### src/rtl/seq_detect_010_1001.sv
// Serial detector for "010" and "1001" with overlap; Mealy output valid in the
// same cycle as the completing bit.
module seq_detect_010_1001 (
    input  logic clk,
    input  logic reset_n,
    input  logic x,
    output logic out
);

    typedef enum logic [2:0] {
        IDLE = 3'd0,
        S0   = 3'd1,
        S1   = 3'd2,
        S01  = 3'd3,
        S10  = 3'd4,
        S100 = 3'd5
    } state_t;

    state_t state_q, state_d;

    always_ff @(posedge clk) begin
        if (!reset_n) begin
            state_q <= IDLE;
        end else begin
            state_q <= state_d;
        end
    end

    // Each state is the longest stream suffix that is still a pattern prefix.
    always_comb begin
        state_d = IDLE;
        out     = 1'b0;
        case (state_q)
            IDLE: state_d = x ? S1 : S0;
            S0:   state_d = x ? S01 : S0;
            S1:   state_d = x ? S1 : S10;
            S01: begin
                state_d = x ? S1 : S10;
                out     = ~x;
            end
            S10:  state_d = x ? S01 : S100;
            S100: begin
                state_d = x ? S01 : S0;
                out     = x;
            end
            default: begin
                state_d = IDLE;
                out     = 1'b0;
            end
        endcase
        // x may be unknown while in reset, so the flag is gated explicitly.
        if (!reset_n) begin
            out = 1'b0;
        end
    end

endmodule

### config.mk
export PLATFORM = sky130hd
export DESIGN_NAME = seq_detect_010_1001
export DESIGN_NICKNAME = d
export VERILOG_FILES = /design/src/rtl/seq_detect_010_1001.sv
export SDC_FILE = /design/constraint.sdc
export NUM_CORES = 1
export LEC_CHECK = 0
export CAP_MARGIN = 20
export CELL_PAD_IN_SITES_DETAIL_PLACEMENT = 1
export CELL_PAD_IN_SITES_GLOBAL_PLACEMENT = 1
export CORE_AREA = 10 10 47 49
export DETAILED_ROUTE_END_ITERATION = 8
export DIE_AREA = 0 0 57 59
export PLACE_DENSITY_LB_ADDON = 0.1
export SLEW_MARGIN = 20
export SYNTH_ARGS = -nofsm -noshare
export SYNTH_HDL_FRONTEND = slang
export SYNTH_SLANG_ARGS = --single-unit
### constraint.sdc
create_clock -name clk -period 2.7 [get_ports clk]
set_input_delay 0.54 -clock clk [delete_from_list [all_inputs] [get_ports clk]]
set_output_delay 0.54 -clock clk [all_outputs]
set_load 0.005 [all_outputs]
==> impl_metrics.json, run 1 <==
{
  "outcome": "complete, no violations",
  "synthToLayoutAreaGrowth_pct": 61.5,
  "setup_viol_count_final": 0,
  "clkLatencyLatePin_ps": 230,
  "synth-edff-count": 0,
  "yosys_warnings": 0,
  "top_regs": "state_q (3)",
  "synth_top_family_by_area": "simple AND/OR/NAND/NOR gates",
  "p_int_mw": 0.110,
  "drive_above_1_share": 0.174,
  "portBuffers": 3,
  "largest_register_ffs": 3,
  "grt_use_total": 0.0250,
  "muxShareOfSynthArea": 0,
  "rsz0062_at_grt": "no",
  "critPathArrivalTime_ps": 1980,
  "synthFlopType": "dfxtp_1",
  "rows": 14,
  "start_util": 0.0973,
  "synth_top_area_cell": "dfxtp_1",
  "synthAdderAreaFrac": 0,
  "synth_area_leaders": "dfxtp_1, or3b_1, a21oi_1",
  "crit_path_start_kind": "input port",
  "end_kind": "output pin",
  "n_fill_cell": 176,
  "postSynthAreaPerCell_um2": 9.09,
  "via_count": 130,
  "grt_pass1_wl_um": 579,
  "crit_required_ps": 2160,
  "slew_headroom": 0.881,
  "cts_max_level": 1,
  "p_leak_nw": 0.0767,
  "synth_cell_types": 8,
  "via_per_inst": 3.33,
  "power_density_mw_per_mm2": 624,
  "synthArstFlopShare": 0,
  "path_class": "in -> out",
  "die_area_mm2": 0.00336,
  "fmax_ghz": 0.397,
  "yosysSeqAreaShare": 0.440,
  "ant_nets": 0,
  "skew_ps": 0.638,
  "fin_setup_tns_ps": 0,
  "core_area_mm2": 0.00140,
  "ys_top_cells_by_count": "a21oi_1, dfxtp_1, nand2_1, nor3b_1, or3b_1",
  "syn-instance-count": 15,
  "hold_violations": 0,
  "antenna_found_initial": 0,
  "p_seq_frac": 0.360,
  "syn_nets": 18,
  "postCtsHoldBufs": 0,
  "synth_compound_area_frac": 0.110,
  "drv_slew": 0,
  "wl_per_cell_um": 8.13,
  "n_antenna_cell": 0,
  "cts_root_buffer": "clkbuf_4",
  "grt-ovfl-total": 0,
  "cp_max_fo": 2,
  "drt_iter0_drc": 0,
  "gp_congestion": 0.640,
  "synth_top_area_share": 0.440,
  "swShare": 0.201,
  "drc": 0,
  "synthXorXnorAreaFrac": 0,
  "min_path_type": "reg -> reg",
  "instances_no_fill": 39,
  "regMostFlops": "state_q",
  "p_comb_frac": 0.081,
  "drt-total-wl_um": 317,
  "placedCellCount": 35,
  "die_w_um": 57,
  "yosys.area_share.simple": 0.450,
  "fin_crit_sh": 0.933,
  "vdd_drop_max_uv": 133,
  "clk_pin_slew_ps": 40,
  "grt_max_degree": 7,
  "cts_made_buffers": 3,
  "worst_pin_slew_ps": 178,
  "switching_power_mw": 0.0276,
  "grt_pass1_vias": 144,
  "cts_sinks": 3,
  "syn_area_um2": 136,
  "clockBufferDepth": 2,
  "cts_tree": "done",
  "clkPwrFrac": 0.558,
  "cts_resized": 0,
  "finalCriticalPeriod_ps": 2520,
  "max_cap_viol_count": 0,
  "cts_setup_buffers": 0,
  "final_nets": 27,
  "die_h_um": 59,
  "ios": 4,
  "synth_seq_cells": 3,
  "fin_hold_ws_ps": 499,
  "drt_pass1_iterations": 1
}
## worst max-delay path: stages
cell	delay, ps
clkdlybuf4s50_1	420
or3b_1	350
a21oi_1	150
clkdlybuf4s50_1	520
## stage by stage
stage,worst slack [ps],power [mW],utilization,instance area (µm²)
after global routing,105,0.150,0.157,220
after floorplan,1120,0.0547,-,136
after CTS,169,0.142,0.157,220
final,182,0.137,0.157,220
after detailed placement,175,0.0615,0.138,194
after global placement,200,0.0619,0.138,194
## final cells by class
cell class / count / area [µm²] / area share
repair buffers: 4 / 37.5 / 0.170
well taps: 16 / 20.0 / 0.0909
flip-flops and latches: 3 / 60.1 / 0.273
multi-input cells: 12 / 76.3 / 0.347
clock buffers: 4 / 26.3 / 0.119
## metal layers
metal	vias up	share of wire	wire length, µm	GRT usage
li1	68	-	-	-
met1	59	0.51	162	0.0212
met2	3	0.38	119	0.0279
met3	0	0.11	35	0.0343
met4	0	0	0	0.0201
met5	-	0	0	0
## power groups by stage
| stage | combinational, mW | sequential (mW) | clock (mW) |
|---|---|---|---|
| 2_1_floorplan | 0.00521 | 0.0495 | 0 |
| 6_report | 0.0112 | 0.0495 | 0.0768 |
| 3_3_place_gp | 0.0113 | 0.0506 | 0 |
| 5_1_grt | 0.0128 | 0.0500 | 0.0877 |
| 4_1_cts | 0.0113 | 0.0496 | 0.0814 |
| 3_5_place_dp | 0.0113 | 0.0502 | 0 |
## cell usage in the layout (no fill, tap or decap), drive strengths merged
| master | netlist | routed |
|---|---|---|
| nand2b | 1 | 1 |
| or3b | 2 | 2 |
| or2b | 1 | 1 |
| clkdlybuf4s50 | 0 | 3 |
| nor3b | 2 | 2 |
| nand2 | 2 | 2 |
| clkbuf | 0 | 4 |
| buf | 0 | 1 |
| dfxtp | 3 | 3 |
| nand3b | 1 | 1 |
| a21oi | 3 | 3 |
## final timing paths
check / start / end / slack, ps / cells past startpoint
worst max register to register: state_q[2] / state_q[2] / 1750 / 2
worst min-delay path: state_q[1] / state_q[0] / 500 / 1
worst min register to register: state_q[1] / state_q[0] / 500 / 1
worst max-delay path: x / out / 180 / 4
## kinds of logic (layout without fill, tap and decap cells)
kind of cell           count (synthesis)  after routing
buffers and inverters                  0              8
and+or+nand+nor                        9              9
AOI/OAI and AO/OA                      3              3
DFF                                    3              3
Power figures use the tool's default switching activity.
==> inputs of run 2 (changes only) <==
Settings changed: CAP_MARGIN 20 to 25, GPL_TIMING_DRIVEN set to 0.
Clock period 2.7 ns to 3.03 ns, I/O delays scaled along.
==> impl_metrics.json, run 2 (synthesis gave the netlist of run 1 again) <==
{
  "outcome": "complete, no violations",
  "fin_crit_sh": 0.896,
  "via_per_inst": 3.34,
  "antenna_found_initial": 0,
  "wl_per_cell_um": 9.71,
  "fin_setup_tns_ps": 0,
  "cts_sinks": 3,
  "via_count": 127,
  "p_seq_frac": 0.362,
  "crit_family": "buffers and inverters",
  "gp_congestion": 0.608,
  "clkLatencyLatePin_ps": 230,
  "grt_max_degree": 7,
  "drive_above_1_share": 0.136,
  "grt_pass1_vias": 131,
  "swShare": 0.206,
  "regMostFlops": "state_q",
  "core_area_mm2": 0.00140,
  "cp_max_fo": 5,
  "n_antenna_cell": 0,
  "die_h_um": 59,
  "vdd_drop_max_uv": 145,
  "hold_violations": 0,
  "skew_ps": 3.73,
  "synthToLayoutAreaGrowth_pct": 56.0,
  "grt_use_total": 0.0250,
  "drt_iter0_drc": 0,
  "largest_register_ffs": 3,
  "mostFrequentLayoutCells": "a21oi_1, clkbuf_4, clkdlybuf4s50_1, dfxtp_1",
  "fmax_ghz": 0.368,
  "switching_power_mw": 0.0252,
  "die_w_um": 57,
  "top_regs": "state_q (3)",
  "drt-total-wl_um": 369,
  "setup_viol_count_final": 0,
  "clk_pin_slew_ps": 40,
  "p_comb_frac": 0.075,
  "cts_made_buffers": 3,
  "die_area_mm2": 0.00336,
  "cts_max_level": 1,
  "drc": 0,
  "slew_headroom": 0.874,
  "p_leak_nw": 0.0719,
  "end_kind": "output pin",
  "crit_path_start_kind": "input port",
  "grt_pass1_wl_um": 531,
  "clkPwrFrac": 0.563,
  "critPathArrivalTime_ps": 2110,
  "cts_setup_buffers": 0,
  "postCtsHoldBufs": 0,
  "crit_required_ps": 2420,
  "finalPower_mw": 0.122,
  "max_cap_viol_count": 0,
  "fin_hold_ws_ps": 513,
  "cts_tree": "done",
  "ant_nets": 0,
  "min_path_type": "reg -> reg",
  "n_fill_cell": 182,
  "cpPeakStageDelay_ps": 510,
  "p_int_mw": 0.0971,
  "worst_pin_slew_ps": 189,
  "path_class": "in -> out",
  "cts_root_buffer": "clkbuf_4",
  "finalCriticalPeriod_ps": 2720,
  "grt-ovfl-total": 0,
  "critPathBufInv": 2,
  "crit_path_frequent_cell": "clkdlybuf4s50_1",
  "rows": 14,
  "drv_slew": 0,
  "drt_pass1_iterations": 1,
  "cts_resized": 0,
  "power_density_mw_per_mm2": 575,
  "rsz0062_at_grt": "no",
  "crit_path_top_delay_cell": "clkdlybuf4s50_1",
  "portBuffers": 3,
  "final_nets": 26,
  "clockBufferDepth": 2,
  "start_util": 0.0973,
  "ios": 4,
  "cp_cell_sequence": "clkdlybuf4s50_1, or3b_1, a21oi_1, clkdlybuf4s50_1"
}
-- run 2: path summary, 6_finish.rpt --
check               end  depth (start not counted)  slack [ps]       start
max reg2reg  state_q[2]                          2        2060  state_q[2]
min          state_q[1]                          1         510  state_q[2]
min reg2reg  state_q[1]                          1         510  state_q[2]
max                 out                          4         310           x
-- run 2: power by group through the flow --
stage | Combinational, mW | Clock [mW] | Sequential, mW
detailed placement | 0.00919 | 0 | 0.0449
CTS | 0.00927 | 0.0745 | 0.0444
global route | 0.0103 | 0.0758 | 0.0447
global placement | 0.00916 | 0 | 0.0451
finish | 0.00912 | 0.0688 | 0.0443
floorplan | 0.00464 | 0 | 0.0441
-- run 2: worst reg2reg max path, delay by kind of cell, from the launching register on --
kind	cells	cell delay, ps
compound gates	1	140
flops	1	400
simple gates	1	360
-- run 2: cell type report --
class                           instances  area [µm²]  area share
Timing Repair Buffer                    3        30.0       0.141
Multi-Input combinational cell         12        76.3       0.359
Sequential cell                         3        60.1       0.282
Clock buffer                            4        26.3       0.124
Tap cell                               16        20.0      0.0941
-- run 2: metrics by stage --
stage / std cells / worst slack [ps] / instance area (µm²) / util
floorplan: 15 / 1320 / 136 / -
global placement: 34 / 319 / 186 / 0.133
detailed placement: 34 / 321 / 186 / 0.133
CTS: 38 / 311 / 213 / 0.152
global route: 38 / 218 / 213 / 0.152
finish: 38 / 315 / 213 / 0.152
-- run 2: per-layer routing --
layer | global-route usage | vias up | part of all wire
met5 | 0 | - | 0
met4 | 0.0503 | 0 | 0.011
met3 | 0.0129 | 2 | 0.051
met2 | 0.0264 | 3 | 0.46
met1 | 0.0236 | 56 | 0.48
li1 | - | 66 | -
==> inputs of run 3 (changes only) <==
Settings changed: RECOVER_POWER set to 100.
==> impl_metrics.json, run 3 (synthesis gave the netlist of run 1 again) <==
{
  "regMostFlops": "state_q",
  "critPathArrivalTime_ps": 2160,
  "largest_register_ffs": 3,
  "drt_iter0_drc": 0,
  "setup_viol_count_final": 0,
  "p_leak_nw": 0.0756,
  "finalPower_mw": 0.122,
  "switching_power_mw": 0.0252,
  "fin_setup_tns_ps": 0,
  "die_h_um": 59,
  "postCtsHoldBufs": 0,
  "clkLatencyLatePin_ps": 230,
  "core_area_mm2": 0.00140,
  "synthToLayoutAreaGrowth_pct": 56.0,
  "drive_above_1_share": 0.136,
  "reg2reg_slack_ps": 2060,
  "max_cap_viol_count": 0,
  "dpl_cell_area_um2": 186,
  "skew_ps": 3.73,
  "portBuffers": 3,
  "via_count": 127,
  "cts_setup_buffers": 0,
  "crit_path_start_kind": "input port",
  "antenna_found_initial": 0,
  "path_class": "in -> out",
  "outcome": "complete, no violations",
  "end_kind": "output pin",
  "r2r-end": "state_q[2]",
  "top_regs": "state_q (3)",
  "grt_pass1_wl_um": 531,
  "drv_slew": 0,
  "cts_made_buffers": 3,
  "fin_crit_sh": 0.914,
  "rows": 14,
  "final_util": 0.152,
  "cts_sinks": 3,
  "vdd_drop_max_uv": 145,
  "drt-total-wl_um": 368,
  "cts_root_buffer": "clkbuf_4",
  "power_density_mw_per_mm2": 573,
  "endpoint": "out",
  "crit_required_ps": 2420,
  "start_util": 0.0973,
  "startpoint": "x",
  "slew_headroom": 0.874,
  "die_area_mm2": 0.00336,
  "cts_max_level": 1,
  "ant_nets": 0,
  "fmax_ghz": 0.361,
  "p_comb_frac": 0.072,
  "design_area_um2": 213,
  "min_path_type": "reg -> reg",
  "cts_resized": 0,
  "grt_max_degree": 7,
  "clockBufferDepth": 2,
  "drc": 0,
  "worstReg2RegStart": "state_q[2]",
  "ios": 4,
  "drt_pass1_iterations": 1,
  "clkPwrFrac": 0.565,
  "finalCriticalPeriod_ps": 2770,
  "cp_max_fo": 5,
  "n_antenna_cell": 0,
  "p_int_mw": 0.0968,
  "cp_cell_sequence": "clkdlybuf4s50_1, or3b_1, a21oi_1, dlygate4sd3_1",
  "grt_pass1_vias": 131,
  "grt_use_total": 0.0250,
  "setup_slack_ps": 260,
  "clk_pin_slew_ps": 40,
  "die_w_um": 57,
  "grt-ovfl-total": 0,
  "cts_tree": "done",
  "mostFrequentLayoutCells": "a21oi_1, clkbuf_4, dfxtp_1",
  "rsz0062_at_grt": "no",
  "via_per_inst": 3.34,
  "cpPeakStageDelay_ps": 580,
  "crit_path_top_delay_cell": "dlygate4sd3_1",
  "worstRegToRegCells": 2,
  "n_fill_cell": 182,
  "preCtsSetupSlack_ps": 321,
  "gp_congestion": 0.608,
  "worst_pin_slew_ps": 189,
  "hold_violations": 0,
  "wl_per_cell_um": 9.68,
  "p_seq_frac": 0.363,
  "swShare": 0.206,
  "final_nets": 26
}
-- run 3: cell count changes in the layout (fill, tap and decap cells not counted), sizes merged --
cell	before	now
clkdlybuf4s50	3	1
dlygate4sd3	0	2
-- run 3: layout make-up --
| type | count | area, µm² | share of cell area |
|---|---|---|---|
| multi-input combinational | 12 | 76.3 | 0.359 |
| tap | 16 | 20.0 | 0.0941 |
| timing repair buffer | 3 | 30.0 | 0.141 |
| clock buffer | 4 | 26.3 | 0.124 |
| sequential | 3 | 60.1 | 0.282 |
-- run 3: worst max-delay path, delay by kind of cell --
kind / cells / cell delay [ps]
AO/OA/AOI/OAI: 1 / 140
AND/OR/NAND/NOR: 1 / 370
buffers and inverters: 2 / 1050
-- run 3: through the flow --
| step | hold WS (ps) | cells |
|---|---|---|
| after floorplan | 453 | 15 |
| after detailed placement | 512 | 34 |
| after global routing | 548 | 38 |
| final | 513 | 38 |
| after global placement | 518 | 34 |
| after CTS | 528 | 38 |
-- run 3: how the worst min path moves through the flow --
stage / from / to / slack, ps / depth (start not counted)
global route: state_q[1] / state_q[0] / 550 / 1
finish: state_q[2] / state_q[1] / 510 / 1
CTS: state_q[2] / state_q[1] / 530 / 1
detailed placement: state_q[1] / state_q[0] / 510 / 1
global placement: state_q[2] / state_q[1] / 520 / 1
floorplan: state_q[1] / state_q[0] / 450 / 1
-- run 3: power by group through the flow --
stage	Clock [mW]	Sequential (mW)	Combinational, mW
floorplan	0	0.0441	0.00464
global placement	0	0.0451	0.00916
detailed placement	0	0.0449	0.00919
CTS	0.0745	0.0444	0.00927
global route	0.0758	0.0447	0.00995
finish	0.0688	0.0443	0.00878
-- run 3: per-layer routing --
metal  global-route usage  routed length (µm)
met5                    0                   0
met4               0.0503                   4
met3               0.0129                  19
met2               0.0264                 167
met1               0.0236                 177
